$ cat src/rtl/batch_dispatcher.sv
// Walks the SBR -> SRR -> request linked lists of a built batch and issues requests in order.
// Define BATCH_DISPATCH_STATS_EN to add the row-open and issued-request counters.
`ifndef SBR_ID_WIDTH
`define SBR_ID_WIDTH 4
`endif
`ifndef SRR_ID_WIDTH
`define SRR_ID_WIDTH 6
`endif
`ifndef REQUEST_ID_WIDTH
`define REQUEST_ID_WIDTH 6
`endif
`ifndef BANK_GROUP_WIDTH
`define BANK_GROUP_WIDTH 2
`endif
`ifndef BANK_WIDTH
`define BANK_WIDTH 2
`endif
`ifndef ROW_WIDTH
`define ROW_WIDTH 16
`endif

module batch_dispatcher #(
  parameter int unsigned RD_LAT = 2
) (
  input  logic                           clk,
  input  logic                           rst,
  input  logic                           start,
  output logic                           busy,
  output logic                           done,
  input  logic [`SBR_ID_WIDTH-1:0]       critical_path_sbr,
  input  logic [`SBR_ID_WIDTH-1:0]       sbr_num_entries,
  output logic [`SBR_ID_WIDTH-1:0]       sbr_rd_addr,
  input  logic [`SRR_ID_WIDTH-1:0]       sbr_rd_head_srr,
  input  logic [`SRR_ID_WIDTH-1:0]       sbr_rd_row_count,
  output logic [`SRR_ID_WIDTH-1:0]       srr_rd_addr,
  input  logic [`REQUEST_ID_WIDTH-1:0]   srr_rd_head_req,
  input  logic [`REQUEST_ID_WIDTH-1:0]   srr_rd_count,
  input  logic [`SRR_ID_WIDTH-1:0]       srr_rd_next,
  output logic [`REQUEST_ID_WIDTH-1:0]   req_rd_addr,
  input  logic [`BANK_GROUP_WIDTH-1:0]   req_rd_bank_group,
  input  logic [`BANK_WIDTH-1:0]         req_rd_bank,
  input  logic [`ROW_WIDTH-1:0]          req_rd_row,
  input  logic [`REQUEST_ID_WIDTH-1:0]   req_rd_next,
  output logic                           issue_valid,
  input  logic                           issue_ready,
  output logic [`REQUEST_ID_WIDTH-1:0]   issue_req_id,
  output logic [`BANK_GROUP_WIDTH-1:0]   issue_bank_group,
  output logic [`BANK_WIDTH-1:0]         issue_bank,
  output logic [`ROW_WIDTH-1:0]          issue_row,
  output logic                           issue_row_open,
  output logic                           issue_last
`ifdef BATCH_DISPATCH_STATS_EN
  ,
  output logic [`SRR_ID_WIDTH-1:0]       stat_rows_opened,
  output logic [`REQUEST_ID_WIDTH-1:0]   stat_reqs_issued
`endif
);

  localparam int unsigned SW = `SBR_ID_WIDTH;
  localparam int unsigned RW = `SRR_ID_WIDTH;
  localparam int unsigned QW = `REQUEST_ID_WIDTH;
  localparam logic [1:0]    WaitLast = 2'(RD_LAT - 1);
  localparam logic [SW-1:0] SbrOne   = SW'(1);
  localparam logic [SW:0]   SbrWOne  = (SW + 1)'(1);
  localparam logic [RW-1:0] RowOne   = RW'(1);
  localparam logic [QW-1:0] ReqOne   = QW'(1);

  typedef enum logic [3:0] {
    StIdle, StSelSbr, StRdSbr, StRdSrr, StRdReq, StIssue, StAdvSrr, StNextSbr, StDone
  } state_e;

  state_e                       state_q, state_d;
  logic [1:0]                   wait_q, wait_d;
  logic                         first_q, first_d;
  logic [SW-1:0]                sbr_idx_q, sbr_idx_d;
  logic [RW-1:0]                rows_left_q, rows_left_d;
  logic [QW-1:0]                reqs_left_q, reqs_left_d;
  logic [RW-1:0]                next_srr_q, next_srr_d;
  logic [QW-1:0]                next_req_q, next_req_d;
  logic                         row_open_q, row_open_d;
  logic [SW-1:0]                sbr_addr_q, sbr_addr_d;
  logic [RW-1:0]                srr_addr_q, srr_addr_d;
  logic [QW-1:0]                req_addr_q, req_addr_d;
  logic                         valid_q, valid_d;
  logic [QW-1:0]                id_q, id_d;
  logic [`BANK_GROUP_WIDTH-1:0] bg_q, bg_d;
  logic [`BANK_WIDTH-1:0]       bank_q, bank_d;
  logic [`ROW_WIDTH-1:0]        row_q, row_d;
  logic                         open_q, open_d;
  logic                         last_q, last_d;

  logic          rd_done;
  logic [SW-1:0] idx_sel;
  logic [SW:0]   idx_inc, idx_after;
  logic          no_more_sbr;
  logic          accept;

  assign rd_done = (wait_q == WaitLast);
  assign idx_sel = (sbr_idx_q == critical_path_sbr) ? sbr_idx_q + SbrOne : sbr_idx_q;
  // Next SBR index the walk would visit after the current one, skipping the critical SBR.
  assign idx_inc   = {1'b0, sbr_idx_q} + SbrWOne;
  assign idx_after = (idx_inc == {1'b0, critical_path_sbr}) ? idx_inc + SbrWOne : idx_inc;
  assign no_more_sbr = first_q ? (sbr_num_entries <= SbrOne)
                               : (idx_after >= {1'b0, sbr_num_entries});
  assign accept = (state_q == StIssue) && issue_ready;

  always_comb begin
    state_d     = state_q;
    wait_d      = wait_q;
    first_d     = first_q;
    sbr_idx_d   = sbr_idx_q;
    rows_left_d = rows_left_q;
    reqs_left_d = reqs_left_q;
    next_srr_d  = next_srr_q;
    next_req_d  = next_req_q;
    row_open_d  = row_open_q;
    sbr_addr_d  = sbr_addr_q;
    srr_addr_d  = srr_addr_q;
    req_addr_d  = req_addr_q;
    valid_d     = valid_q;
    id_d        = id_q;
    bg_d        = bg_q;
    bank_d      = bank_q;
    row_d       = row_q;
    open_d      = open_q;
    last_d      = last_q;
    case (state_q)
      StIdle: begin
        if (start) begin
          state_d   = StSelSbr;
          sbr_idx_d = '0;
          first_d   = 1'b1;
        end
      end
      StSelSbr: begin
        if (first_q && (critical_path_sbr < sbr_num_entries)) begin
          sbr_addr_d = critical_path_sbr;
          wait_d     = '0;
          state_d    = StRdSbr;
        end else begin
          // An out-of-range critical SBR is dropped and the ascending walk starts at once.
          first_d   = 1'b0;
          sbr_idx_d = idx_sel;
          if (idx_sel >= sbr_num_entries) begin
            state_d = StDone;
          end else begin
            sbr_addr_d = idx_sel;
            wait_d     = '0;
            state_d    = StRdSbr;
          end
        end
      end
      StRdSbr: begin
        if (rd_done) begin
          rows_left_d = sbr_rd_row_count;
          srr_addr_d  = sbr_rd_head_srr;
          wait_d      = '0;
          state_d     = (sbr_rd_row_count == '0) ? StNextSbr : StRdSrr;
        end else begin
          wait_d = wait_q + 2'd1;
        end
      end
      StRdSrr: begin
        if (rd_done) begin
          reqs_left_d = srr_rd_count;
          next_srr_d  = srr_rd_next;
          row_open_d  = 1'b1;
          req_addr_d  = srr_rd_head_req;
          wait_d      = '0;
          state_d     = (srr_rd_count == '0) ? StAdvSrr : StRdReq;
        end else begin
          wait_d = wait_q + 2'd1;
        end
      end
      StRdReq: begin
        if (rd_done) begin
          valid_d    = 1'b1;
          id_d       = req_addr_q;
          bg_d       = req_rd_bank_group;
          bank_d     = req_rd_bank;
          row_d      = req_rd_row;
          next_req_d = req_rd_next;
          open_d     = row_open_q;
          last_d     = (reqs_left_q == ReqOne) && (rows_left_q == RowOne) && no_more_sbr;
          state_d    = StIssue;
        end else begin
          wait_d = wait_q + 2'd1;
        end
      end
      StIssue: begin
        if (issue_ready) begin
          valid_d     = 1'b0;
          row_open_d  = 1'b0;
          reqs_left_d = reqs_left_q - ReqOne;
          if (reqs_left_q != ReqOne) begin
            req_addr_d = next_req_q;
            wait_d     = '0;
            state_d    = StRdReq;
          end else begin
            state_d = StAdvSrr;
          end
        end
      end
      StAdvSrr: begin
        rows_left_d = rows_left_q - RowOne;
        if (rows_left_q != RowOne) begin
          srr_addr_d = next_srr_q;
          wait_d     = '0;
          state_d    = StRdSrr;
        end else begin
          state_d = StNextSbr;
        end
      end
      StNextSbr: begin
        if (first_q) begin
          first_d = 1'b0;
        end else begin
          sbr_idx_d = sbr_idx_q + SbrOne;
        end
        state_d = StSelSbr;
      end
      StDone:  state_d = StIdle;
      default: state_d = StIdle;
    endcase
  end

  always_ff @(posedge clk) begin
    if (rst) begin
      state_q     <= StIdle;
      wait_q      <= '0;
      first_q     <= 1'b0;
      sbr_idx_q   <= '0;
      rows_left_q <= '0;
      reqs_left_q <= '0;
      next_srr_q  <= '0;
      next_req_q  <= '0;
      row_open_q  <= 1'b0;
      sbr_addr_q  <= '0;
      srr_addr_q  <= '0;
      req_addr_q  <= '0;
      valid_q     <= 1'b0;
      id_q        <= '0;
      bg_q        <= '0;
      bank_q      <= '0;
      row_q       <= '0;
      open_q      <= 1'b0;
      last_q      <= 1'b0;
    end else begin
      state_q     <= state_d;
      wait_q      <= wait_d;
      first_q     <= first_d;
      sbr_idx_q   <= sbr_idx_d;
      rows_left_q <= rows_left_d;
      reqs_left_q <= reqs_left_d;
      next_srr_q  <= next_srr_d;
      next_req_q  <= next_req_d;
      row_open_q  <= row_open_d;
      sbr_addr_q  <= sbr_addr_d;
      srr_addr_q  <= srr_addr_d;
      req_addr_q  <= req_addr_d;
      valid_q     <= valid_d;
      id_q        <= id_d;
      bg_q        <= bg_d;
      bank_q      <= bank_d;
      row_q       <= row_d;
      open_q      <= open_d;
      last_q      <= last_d;
    end
  end

  assign busy             = (state_q != StIdle);
  assign done             = (state_q == StDone);
  assign sbr_rd_addr      = sbr_addr_q;
  assign srr_rd_addr      = srr_addr_q;
  assign req_rd_addr      = req_addr_q;
  assign issue_valid      = valid_q;
  assign issue_req_id     = id_q;
  assign issue_bank_group = bg_q;
  assign issue_bank       = bank_q;
  assign issue_row        = row_q;
  assign issue_row_open   = open_q;
  assign issue_last       = last_q;

`ifdef BATCH_DISPATCH_STATS_EN
  logic [RW-1:0] stat_rows_q;
  logic [QW-1:0] stat_reqs_q;

  always_ff @(posedge clk) begin
    if (rst || ((state_q == StIdle) && start)) begin
      stat_rows_q <= '0;
      stat_reqs_q <= '0;
    end else if (accept) begin
      stat_reqs_q <= stat_reqs_q + ReqOne;
      if (open_q) begin
        stat_rows_q <= stat_rows_q + RowOne;
      end
    end
  end

  assign stat_rows_opened = stat_rows_q;
  assign stat_reqs_issued = stat_reqs_q;
`else
  logic unused_accept;
  assign unused_accept = accept;
`endif

endmodule

$ cat config.mk
export PLATFORM = sky130hd
export DESIGN_NAME = batch_dispatcher
export DESIGN_NICKNAME = d
export VERILOG_FILES = /design/src/rtl/batch_dispatcher.sv
export SDC_FILE = /design/constraint.sdc
export NUM_CORES = 1
export LEC_CHECK = 0
export ABC_AREA = 1
export CORE_UTILIZATION = 25
export CTS_CLUSTER_DIAMETER = 40
export DETAILED_ROUTE_END_ITERATION = 8
export MAX_ROUTING_LAYER = met4
export PLACE_DENSITY = 0.51
export SLEW_MARGIN = 20
export SYNTH_ARGS = -nofsm -noshare
export SYNTH_HDL_FRONTEND = slang
export SYNTH_SLANG_ARGS = --single-unit
$ cat constraint.sdc
create_clock -name clk -period 5.4 [get_ports clk]
set_clock_uncertainty 0.2 [all_clocks]
set_input_delay 1.62 -clock clk [delete_from_list [all_inputs] [get_ports clk]]
set_output_delay 1.62 -clock clk [all_outputs]
set_load 0.02 [all_outputs]
# Yosys cells after proc, flatten, opt, wreduce, memory -nomap -nowiden

Index checks and enable logic that the tools add are counted.

Bits in read-only memories: 0
Output and inout bits: 47
RAM bits: 0
Word-level logic and storage cells: 129
Latch bits: 0
Flip-flop bits (word level): 81
Memories: 0
Input port bits: 68

$mul: 0
Reduce and logical (&&, ||, !) cells: 25
Shifts and indexed selects: 0
Mux-type cells: 48
Add/sub/neg operators: 6
Magnitude comparators: 4
Bitwise gates (word level): 0
Div/mod/pow operators: 0
Equality and inequality tests: 27

Operators by type and width:

| kind                                                   | number |
|---|---|
| two-way mux 4 bit                                      | 13 |
| two-way mux 6 bit                                      | 8 |
| one-hot mux 6 bit (2 select lines)                     | 4 |
| one-hot mux 4 bit (8 select lines)                     | 1 |
| inequality test 2 bit (second input constant)          | 10 |
| two-way mux 2 bit                                      | 9 |
| equality test 4 x 3 -> 1 bit (second input constant)   | 4 |
| equality test 6 x 1 -> 1 bit (second input constant)   | 2 |
| zero test 6 bit                                        | 2 |
| inequality test 6 x 1 -> 1 bit (second input constant) | 2 |
| one-hot mux 4 bit (3 select lines)                     | 1 |
| AND reduction 3 bit                                    | 4 |
| subtractor 6 x 1 -> 6 bit (second input constant)      | 2 |
| one-hot mux 2 bit (5 select lines)                     | 1 |
| equality test 4 x 2 -> 1 bit (second input constant)   | 2 |
| AND reduction 2 bit                                    | 4 |
| AND reduction 4 bit                                    | 2 |
| two-way mux 3 bit                                      | 2 |
| AND reduction 6 bit                                    | 1 |
| nonzero test 2 bit                                     | 3 |
| adder 4 x 1 -> 5 bit (second input constant)           | 1 |
| adder 5 x 1 -> 5 bit (second input constant)           | 1 |
| equality test 5 x 4 -> 1 bit                           | 1 |
| >= comparator 5 x 4 -> 1 bit                           | 1 |
| 22 further kinds                                       | 29 |

# Depth between registers and ports, before layout

Gate-level depths: netlist (run 1).

Word-level depth: 6
Depth in mapped cells: 18
Mapped depth without buffers: 18

# Worst setup path before layout (run 1)

Ideal clock, no wire load.

Kind: input to register
Start: input critical_path_sbr[2]
End: register state_q[1]
Slack: 1.899 ns
Data arrival time: 3.230 ns
Buffers on the path: 0
Cell stages on the path: 14
Cells stage by stage: xor2_1 > nor2_1 > nand3_1 > and2_1 > ha_1 > inv_1 > nor2_1 > o21ai_0 > nand3_1 > nand2_1 > nand2_2 > nand2_1 > nand2_1 > a21oi_1

Longest elaborated chain between the ends: 6
Elaborated cells between the ends (all ways): 8

Ends and longest elaborated chain:

| element                                | RTL line | source |
|---|---|---|
| from (decl)                            | 30       | `` input logic [`SBR_ID_WIDTH-1:0] critical_path_sbr, `` |
| equality test 4 bit                    | 99       | `assign idx_sel = (sbr_idx_q == critical_path_sbr) ? sbr_idx_q + SbrOne : sbr_idx_q;` |
| two-way mux 4 bit                      | 99       |  |
| >= comparator 4 bit                    | 144      | `if (idx_sel >= sbr_num_entries) begin` |
| two-way mux 4 bit                      | 144      |  |
| two-way mux 4 bit (*)                  | 136      | `if (first_q && (critical_path_sbr < sbr_num_entries)) begin` |
| one-hot mux 4 bit (8 select lines) (*) | 127      | `case (state_q)` |
| to (signal assigned)                   | 229      | `state_q <= StIdle;` |
| to (signal assigned)                   | 249      | `state_q <= state_d;` |
| to (decl)                              | 72       | `state_e state_q, state_d;` |

Mark *: on every way between the ends. The rest lies on a longest branch, timed or not.
A chain may end at the register's enable or synchronous reset.

# Final worst setup path (run 1)

Start: input critical_path_sbr[2]
End: register sbr_addr_q[1] (netlist: sbr_rd_addr[1])

Longest elaborated chain between the ends: 5
Elaborated cells between the ends (all ways): 9

Ends and longest elaborated chain:

| element                                | RTL line | source |
|---|---|---|
| equality test 4 bit                    | 99       |  |
| two-way mux 4 bit                      | 99       |  |
| >= comparator 4 bit                    | 144      |  |
| inequality test 2 bit (no source line) | -        |  |
| AND reduction 2 bit (no source line)   | -        |  |
| to (signal assigned)                   | 258      | `sbr_addr_q <= sbr_addr_d;` |
| to (decl)                              | 81       | `logic [SW-1:0] sbr_addr_q, sbr_addr_d;` |

Several ways; a longest one is shown, not always the timed one. The select of a mux whose other input is x is not followed.

==> reports/metrics.yaml, run 1 <==
clock_network:
  ctsRootBufferMaster: "clkbuf_16"
  clk_pin_slew_ns: 0.07
  ctsHoldBuffers: 0
  htree_levels: 3
  cts_sinks: 81
  tritoncts: "yes"
  cts_buffer_depth: 2
  cts_resized: 0
  numCtsBuffers: 9
  clock_latency_ns: 0.34
  cts_setup_buffers: 0
sta:
  period_share_pct: 73.5
  fmax_mhz: 252
  rsz0062_at_grt: "false"
  fin_crit_ns: 3.97
  worstMarginPinSlew_ns: 0.777
  slew_headroom_pct: 48.1
  finalSetupViolCount: 0
  finalHoldViolCount: 0
  timing.final.ws_setup_ns: 1.43
  final_max_slew_viol_count: 0
  tns_ns: 0
grt:
  antenna_found_initial: 0
  grt_pass1_vias: 4074
  grtUsageTotal_pct: 15.1
  grt_pass1_wl_mm: 20.7
  grt_overflow: 0
  grt_max_degree: 43
min_path:
  min_from: "next_req_q[4]"
  min_to: "next_req_q[4]"
  min_path_type: "reg -> reg"
  holdPathStages: 2
yosys:
  yosysMostFrequentCell: "nand2_1"
  muxShareOfSynthArea_pct: 0
  synth_xor_xnor_area_share_pct: 1.59
  syn_inst: 657
  synth-seq-cells: 81
  synth.distinct_cells: 34
  synth_fa_ha_area_share_pct: 5.41
  synth_enable_flop_cells: 0
  synthSimpleGateAreaFrac_pct: 32.9
  synth_top_family_by_area: "simple AND/OR/NAND/NOR gates"
  synth.area.top_cells: "dfxtp_1 (37%), nand2_1 (16%), nor2_1 (7.3%)"
  syn_avg_cell_area_um2: 6.69
  yosys_most_used_dff: "dfxtp_1"
  postSynthNetCount: 744
  async_flop_share_pct: 0
  synth_compound_area_share_pct: 15.4
  synth_top_area_share_pct: 36.9
  synth_top_cell_by_area: "dfxtp_1"
  yosysWarnings: 0
  synth_common_cells: "nand2_1 (187), nor2_1 (85), dfxtp_1 (81)"
  syn-cell-area_mm2: 0.00439
  yosysSeqAreaShare_pct: 36.9
pwr:
  power_frac_clock_pct: 29.1
  ir_drop_mv: 0.187
  power_density_mw_per_mm2: 339
  combPwrFrac_pct: 36.3
  power.net_switching_uw: 785
  p_leak_uw: 0.00246
  seqPwrFrac_pct: 34.6
  switching_share_pct: 38.5
  p_int_uw: 1260
setup_path:
  rr_worst_depth: 15
  r2r_end: "issue_last"
  crit_type: "in -> reg"
  worstPathArrival_ns: 4.05
  crit_fanout: 9
  crit_required_ns: 5.48
  crit_path_end_kind: "flip-flop"
  cp-start-kind: "primary input"
  rr_startpoint: "sbr_idx_q[0]"
  r2r_slack_ns: 2.33
place:
  gp_congestion: 0.912
  placed_area_mm2: 0.00574
  numPortBuffers: 114
  place_ws_ns: 1.13
  hpwl_mm: 9.19
floorplanning:
  core_mm2: 0.0172
  die_h_um: 135
  initial_core_util_pct: 25.5
  row_count: 48
  die_x_um: 135
  io_pins: 115
  design.die.area_mm2: 0.0181
route:
  drt_iter0_drc: 183
  vias_per_cell: 4.43
  vias: 4404
  remaining_drc_errors: 0
  totalWireLength_mm: 12.9
  wl_per_cell_um: 12.9
  ant_nets: 0
  drt_pass1_iterations: 4
finish:
  area_growth_pct: 36.9
  antenna_cells: 0
  nFillCells: 1861
  multi_input_area_mm2: 0.00243
  drive_above_1_share_pct: 7.14
  seq_area_mm2: 0.00162
  stdcell_area_mm2: 0.00601
  nNetsFinal: 852
flow_run:
  max-cap-violations: 0
run_status:
  outcome: "completed"
-- area by class of cell --
class,instances,area share (%)
Clock inverter,7,0.874
Sequential cell,81,27.0
Inverter,66,4.14
Tap cell,225,4.68
Clock buffer,9,3.74
Timing Repair Buffer,117,19.3
Multi-Input combinational cell,490,40.3
-- metrics by stage --
stage                     hold WS [ns]  util, %  power, uW  cells
final                            0.248     34.9       2040    995
after global routing             0.273     34.9       2210    995
after CTS                        0.251     34.9       2070    995
after detailed placement         0.240     33.3       1460    979
after global placement           0.236     33.3       1470    979
after floorplan                  0.225        -       1220    657
-- layout by cell type, fill, tap and decap left out, types with 6 or more instances in the layout --
cell type	synthesis	routed
nand2_1	187	187
clkdlybuf4s50_1	0	113
nor2_1	85	85
dfxtp_1	81	81
inv_1	55	55
a21oi_1	52	52
o21ai_0	45	45
nand3_1	34	34
ha_1	19	19
inv_2	10	10
o21ai_1	9	9
a31oi_1	9	9
clkbuf_16	0	9
xor2_1	7	7
nand2_2	6	6
nor2_2	6	6
-- registers in the layout (all words and copies together) (netlist names), 6 cells and up --
name          cells
next_req_q        6
rows_left_q       6
req_rd_addr       6
issue_row        16
issue_req_id      6
reqs_left_q       6
next_srr_q        6
srr_rd_addr       6
-- worst max-delay path: stages --
cell and delay (ns):
clkdlybuf4s50_1 0.51, xor2_1 0.19, nor2_1 0.26, nand3_1 0.18, and2_1 0.20, ha_1 0.28, inv_1 0.06, nor2_1 0.03
o21ai_0 0.14, nand3_1 0.11, nand2_1 0.10, nand2_2 0.13, nand2_1 0.09, nand2_1 0.05, nor2_1 0.12
-- power by group through the flow --
| stage | registers (uW) | logic (uW) | clock network (uW) |
|---|---|---|---|
| 6_report | 707 | 741 | 594 |
| 5_1_grt | 716 | 847 | 646 |
| 4_1_cts | 706 | 747 | 619 |
| 3_5_place_dp | 719 | 742 | 0 |
| 3_3_place_gp | 722 | 743 | 0 |
| 2_1_floorplan | 731 | 493 | 0 |
-- worst max path at each step --
stage                                     from        endpoint  slack, ns  depth (start not counted)
after detailed placement  critical_path_sbr[2]      state_q[1]       1.13                         15
final                     critical_path_sbr[2]  sbr_rd_addr[1]       1.43                         15
after global routing      critical_path_sbr[2]  sbr_rd_addr[1]       1.11                         16
after global placement    critical_path_sbr[2]      state_q[1]       1.18                         15
after floorplan           critical_path_sbr[2]      state_q[1]       1.90                         14
after CTS                 critical_path_sbr[2]      state_q[1]       1.48                         15
-- kinds of logic after synthesis --
| kind of cell | Yosys count |
|---|---|
| AOI/OAI and AO/OA | 126 |
| xor gates and xnor gates | 8 |
| DFF | 81 |
| buffers and inverters | 86 |
| and+or+nand+nor | 337 |
| adders and majority gates | 19 |
-- metal layers --
| metal | global-route usage (%) | vias up | part of all wire (%) |
|---|---|---|---|
| met5 | - | - | 0 |
| met4 | 6.12 | 0 | 2.0 |
| met3 | 2.85 | 19 | 4.0 |
| met1 | 20.3 | 1950 | 51 |
| met2 | 22.3 | 102 | 43 |
| li1 | - | 2333 | - |
Note: power is estimated with default switching activity, not from simulation.
==> inputs of run 2 (changes only) <==
==> constraint.sdc (replaced) <==
create_clock -name clk -period 3.9 [get_ports clk]
set_clock_uncertainty 0.2 [all_clocks]
set_input_delay 1.17 -clock clk [delete_from_list [all_inputs] [get_ports clk]]
set_output_delay 1.17 -clock clk [all_outputs]
set_load 0.02 [all_outputs]
==> run 2 against run 1 <==
Compared with the run above:
- power increased by 38%
- combinational power up 38%
- setup slack worse by 1.0 ns
- sequential power rose by 38%
- critical path depth rose by 2
- sequential share of layout area down 0.12 points
- hold slack got worse by 0.0028 ns
- global-route usage shrank 0.13 points
- routed wire length fell by 0.93%
- via count shrank 0.98%
- clock power rose by 39%
- largest cell class unchanged
==> reports/metrics.yaml, run 2 (synthesized netlist as in run 1, its figures left out) <==
run_status:
  outcome: "completed"
sta:
  fin_crit_ns: 3.47
  final_max_slew_viol_count: 0  # unchanged
  finalHoldViolCount: 0  # unchanged
  rsz0062_at_grt: "false"
  fmax_mhz: 288
  tns_ns: 0  # unchanged
  slew_headroom_pct: 38.5  # -9.6 points
  finalSetupViolCount: 0  # unchanged
  worstMarginPinSlew_ns: 0.920  # +0.143 ns
  period_share_pct: 89.1
finish:
  nNetsFinal: 855  # +0.35%
  area_growth_pct: 37.5
  utilization_pct: 35.0  # +0.15 points
  antenna_cells: 0  # unchanged
  final_cell_mix: "nand2_1 (187), clkdlybuf4s50_1 (113), nor2_1 (85), dfxtp_1 (81), inv_1 (55)"
  final_common_cell: "nand2_1"
  largest_reg_flops: 16  # unchanged
  drive_above_1_share_pct: 7.37  # +0.23 points
grt:
  antenna_found_initial: 0  # unchanged
  grt_pass1_wl_mm: 20.8  # +0.17%
  grt_pass1_vias: 4143  # +1.7%
  grt_max_degree: 43  # unchanged
  grtUsageTotal_pct: 15.0  # -0.13 points
  grt_overflow: 0  # unchanged
clock_network:
  htree_levels: 3  # unchanged
  tritoncts: "yes"
  cts_buffer_depth: 2  # unchanged
  numCtsBuffers: 9  # unchanged
  cts_sinks: 81  # unchanged
  clock_latency_ns: 0.34  # about the same
  cts_resized: 0  # unchanged
  clk_pin_slew_ns: 0.07  # about the same
  ctsRootBufferMaster: "clkbuf_16"
  ctsHoldBuffers: 0  # unchanged
  cts_setup_buffers: 0  # unchanged
floorplanning:
  design.die.area_mm2: 0.0181  # unchanged
  core_mm2: 0.0172  # unchanged
  row_count: 48  # unchanged
  die_x_um: 135  # unchanged
  die_h_um: 135  # unchanged
  initial_core_util_pct: 25.5  # unchanged
  io_pins: 115  # unchanged
route:
  vias_per_cell: 4.37  # -1.3%
  vias: 4361  # -0.98%
  totalWireLength_mm: 12.7  # -0.93%
  drt_pass1_iterations: 4  # unchanged
  ant_nets: 0  # unchanged
  wl_per_cell_um: 12.8  # -1.2%
  remaining_drc_errors: 0  # unchanged
  drt_iter0_drc: 193  # +5.5%
setup_path:
  rr_startpoint: "sbr_idx_q[0]"
  crit_fanout: 9  # unchanged
  crit_path_end_kind: "flip-flop"
  cp-start-kind: "primary input"
  crit_required_ns: 3.97  # -1.51 ns
  worstPathArrival_ns: 3.54  # -0.51 ns
  crit_type: "in -> reg"
  crit_start: "critical_path_sbr[3]"
min_path:
  min_path_type: "reg -> reg"
  min_from: "next_req_q[1]"
flow_run:
  max-cap-violations: 0  # unchanged
place:
  gp_congestion: 0.885  # -3.0%
  numPortBuffers: 114  # unchanged
  hpwl_mm: 9.36  # +1.8%
pwr:
  p_leak_uw: 0.00247  # +0.57%
  power_density_mw_per_mm2: 467  # +37%
  power_uw: 2820  # +38%
  ir_drop_mv: 0.270  # +45%
==> run 2: path summary, 6_finish.rpt <==
kind / end / slack (ns) / cells after the start
max: state_q[1] / 0.43 / 17
min: next_req_q[1] / 0.25 / 2
max reg2reg: issue_last / 1.03 / 15
min reg2reg: next_req_q[1] / 0.25 / 2
==> run 2: metal layers <==
layer | part of all wire [%] | wire length [um] | vias up | global-route usage, %
li1 | - | - | 2340 | -
met1 | 50 | 6310 | 1904 | 19.6
met2 | 45 | 5700 | 101 | 23.3
met3 | 4.1 | 523 | 16 | 2.52
met4 | 1.6 | 199 | 0 | 5.24
met5 | 0 | 0 | - | -
==> run 2: metrics by stage <==
step	std cells	hold slack, ns	setup WS [ns]	area [um2]
2_1_floorplan	657	0.225	0.849	4390
3_3_place_gp	982	0.235	0.154	5760
3_5_place_dp	982	0.240	0.0922	5760
4_1_cts	998	0.249	0.430	6040
5_1_grt	998	0.262	0.108	6040
6_report	998	0.245	0.427	6040
==> run 2: final cells by class <==
cell class                 instances  area [um2]
inverter                          66         249
timing repair buffer             120        1180
clock buffer                      11         243
clock inverter                     5        38.8
multi-input combinational        490        2430
tap                              225         282
fill                            1850       11200
sequential                        81        1620
==> run 2: where the power goes <==
group,switching [uW],internal (uW),leakage (uW)
registers,77.2,900,0.000655
logic,615,403,0.00168
clock network,370,453,0.000136
total,1060,1760,0.00247
==> run 2: worst max-delay path: stages <==
cell and delay [ns]:
clkdlybuf4s50_1 0.53, inv_1 0.06, nand2_1 0.07, nand2_1 0.07, a21oi_2 0.20, nand3_1 0.16
and2_1 0.20, ha_1 0.28, inv_1 0.06, nor2_1 0.03, o21ai_0 0.13, nand3_1 0.11
nand2_1 0.09, nand2_2 0.13, nand2_1 0.09, nand2_1 0.05, a21oi_1 0.11
==> inputs of run 3 (changes only) <==
--- a/config.mk
+++ b/config.mk
@@ -11,6 +11,7 @@
 export DETAILED_ROUTE_END_ITERATION = 8
 export MAX_ROUTING_LAYER = met4
 export PLACE_DENSITY = 0.51
+export RECOVER_POWER = 25
 export SLEW_MARGIN = 20
 export SYNTH_ARGS = -nofsm -noshare
 export SYNTH_HDL_FRONTEND = slang
==> run 3 against run 2 <==
Compared with the run above:
- register-to-register slack got worse by 0.06 ns
- core utilization fell by 0.094 points
- setup slack barely moved
- first-iteration DRC count rose by 5.7%
- critical path type unchanged
- largest power group unchanged
- power fell by 0.35%
- clock power barely moved
==> reports/metrics.yaml, run 3 (synthesized netlist as in run 1, its figures left out) <==
clock_network:
  cts_sinks: 81  # unchanged
  ctsHoldBuffers: 0  # unchanged
  ctsRootBufferMaster: "clkbuf_16"
  clk_pin_slew_ns: 0.07  # about the same
  cts_buffer_depth: 2  # unchanged
  clock_latency_ns: 0.34  # about the same
  cts_setup_buffers: 0  # unchanged
  cts_resized: 0  # unchanged
  htree_levels: 3  # unchanged
  tritoncts: "yes"
  numCtsBuffers: 9  # unchanged
place:
  dp.cells: 982  # unchanged
  hpwl_mm: 9.36  # unchanged
  gp_congestion: 0.885  # unchanged
  numPortBuffers: 114  # unchanged
sta:
  finalSetupViolCount: 0  # unchanged
  rsz0062_at_grt: "false"
  fmax_mhz: 288  # about the same
  period_share_pct: 89.1  # about the same
  finalHoldViolCount: 0  # unchanged
  slew_headroom_pct: 19.9  # -19 points
  final_max_slew_viol_count: 0  # unchanged
  fin_crit_ns: 3.47  # +0.000138 ns
  worstMarginPinSlew_ns: 1.19  # +0.269 ns
  tns_ns: 0  # unchanged
pwr:
  ir_drop_mv: 0.270  # about the same
  switching_share_pct: 37.6  # -0.12 points
  power_frac_clock_pct: 29.3  # about the same
  p_leak_uw: 0.00247  # -0.23%
  combPwrFrac_pct: 36.0  # about the same
  p_int_uw: 1750  # -0.15%
  power.net_switching_uw: 1050  # -0.68%
  seqPwrFrac_pct: 34.7  # about the same
  power_density_mw_per_mm2: 466  # about the same
floorplanning:
  row_count: 48  # unchanged
  core_mm2: 0.0172  # unchanged
  die_h_um: 135  # unchanged
  design.die.area_mm2: 0.0181  # unchanged
  initial_core_util_pct: 25.5  # unchanged
  die_x_um: 135  # unchanged
  io_pins: 115  # unchanged
route:
  totalWireLength_mm: 12.7  # about the same
  drt_pass1_iterations: 4  # unchanged
  remaining_drc_errors: 0  # unchanged
  vias: 4359  # -0.046%
  wl_per_cell_um: 12.8  # about the same
  vias_per_cell: 4.37  # about the same
  wl_met1_mm: 6.36  # +0.89%
  ant_nets: 0  # unchanged
  met3RoutedLength_um: 480  # -8.2%
  drt_iter0_drc: 204  # +5.7%
  top_layer: "met4"
  wl_met2_mm: 5.68  # -0.40%
finish:
  final_cell_mix: "nand2_1 (188), clkdlybuf4s50_1 (113), nor2_1 (87), dfxtp_1 (81), inv_1 (57)"
  fin_cells: 998  # unchanged
  drive_above_1_share_pct: 6.47  # -0.91 points
  final_common_cell: "nand2_1"
  area_growth_pct: 37.1
  largest_reg_flops: 16  # unchanged
  nNetsFinal: 855  # unchanged
  utilization_pct: 35.0  # -0.094 points
  antenna_cells: 0  # unchanged
  nFillCells: 1856  # +0.32%
grt:
  grt_pass1_vias: 4143  # unchanged
  grtUsageTotal_pct: 15.0  # unchanged
  grt_overflow: 0  # unchanged
  grt_max_degree: 43  # unchanged
  grt_pass1_wl_mm: 20.8  # unchanged
  antenna_found_initial: 0  # unchanged
setup_path:
  crit_fanout: 9  # unchanged
  crit_required_ns: 3.97  # about the same
  worstPathArrival_ns: 3.54  # about the same
  crit_type: "in -> reg"
  crit_path_end_kind: "flip-flop"
  cp-start-kind: "primary input"
run_status:
  outcome: "completed"
min_path:
  min_path_type: "reg -> reg"
flow_run:
  max-cap-violations: 0  # unchanged
-- run 3: cell types whose count changed in the layout (fill, tap and decap cells not counted), sizes merged --
cell,change
clkinv,+1
inv,-1
-- run 3: layout make-up --
class,instances,area [um2],area share (%)
multi-input cells,490,2410,40.0
repair buffers,120,1180,19.6
clock buffers,11,243,4.03
clock inverters,5,38.8,0.644
flip-flops and latches,81,1620,26.9
inverters,66,249,4.13
well taps,225,282,4.67
-- run 3: final timing paths --
path | slack [ns] | start | cells after the start | endpoint
worst max-delay path | 0.43 | critical_path_sbr[3] | 17 | state_q[1]
worst min-delay path | 0.25 | next_req_q[1] | 2 | next_req_q[1]
worst max register to register | 0.97 | state_q[1] | 6 | srr_rd_addr[5]
worst min register to register | 0.25 | next_req_q[1] | 2 | next_req_q[1]
-- run 3: layer usage --
layer / global-route usage, % / vias up
met1: 19.6 / 1910
met3: 2.52 / 16
met2: 23.3 / 95
met5: - / -
li1: - / 2338
met4: 5.24 / 0
-- run 3: power by group through the flow --
stage,Clock (uW),Combinational [uW],Sequential [uW]
finish,823,1010,974
global route,882,1170,987
CTS,849,1030,976
detailed placement,0,1020,994
global placement,0,1020,999
floorplan,0,683,1010
-- run 3: worst max-delay path, cell delays in order --
cell and delay, ns:
clkdlybuf4s50_1 0.53, inv_1 0.06, nand2_1 0.07, nand2_1 0.07, a21oi_2 0.20, nand3_1 0.16, and2_1 0.20, ha_1 0.28
inv_1 0.06, nor2_1 0.03, o21ai_0 0.13, nand3_1 0.11, nand2_1 0.09, nand2_2 0.13, nand2_1 0.09, nand2_1 0.05
a21oi_1 0.11
-- run 3: stage by stage --
step                hold WS (ns)  total power [uW]  cell area (um2)  setup slack, ns
floorplan                  0.225              1700             4390            0.849
finish                     0.245              2810             6020            0.427
CTS                        0.249              2850             6040            0.430
detailed placement         0.240              2010             5760           0.0922
global placement           0.235              2020             5760            0.154
global route               0.262              3030             6020            0.108
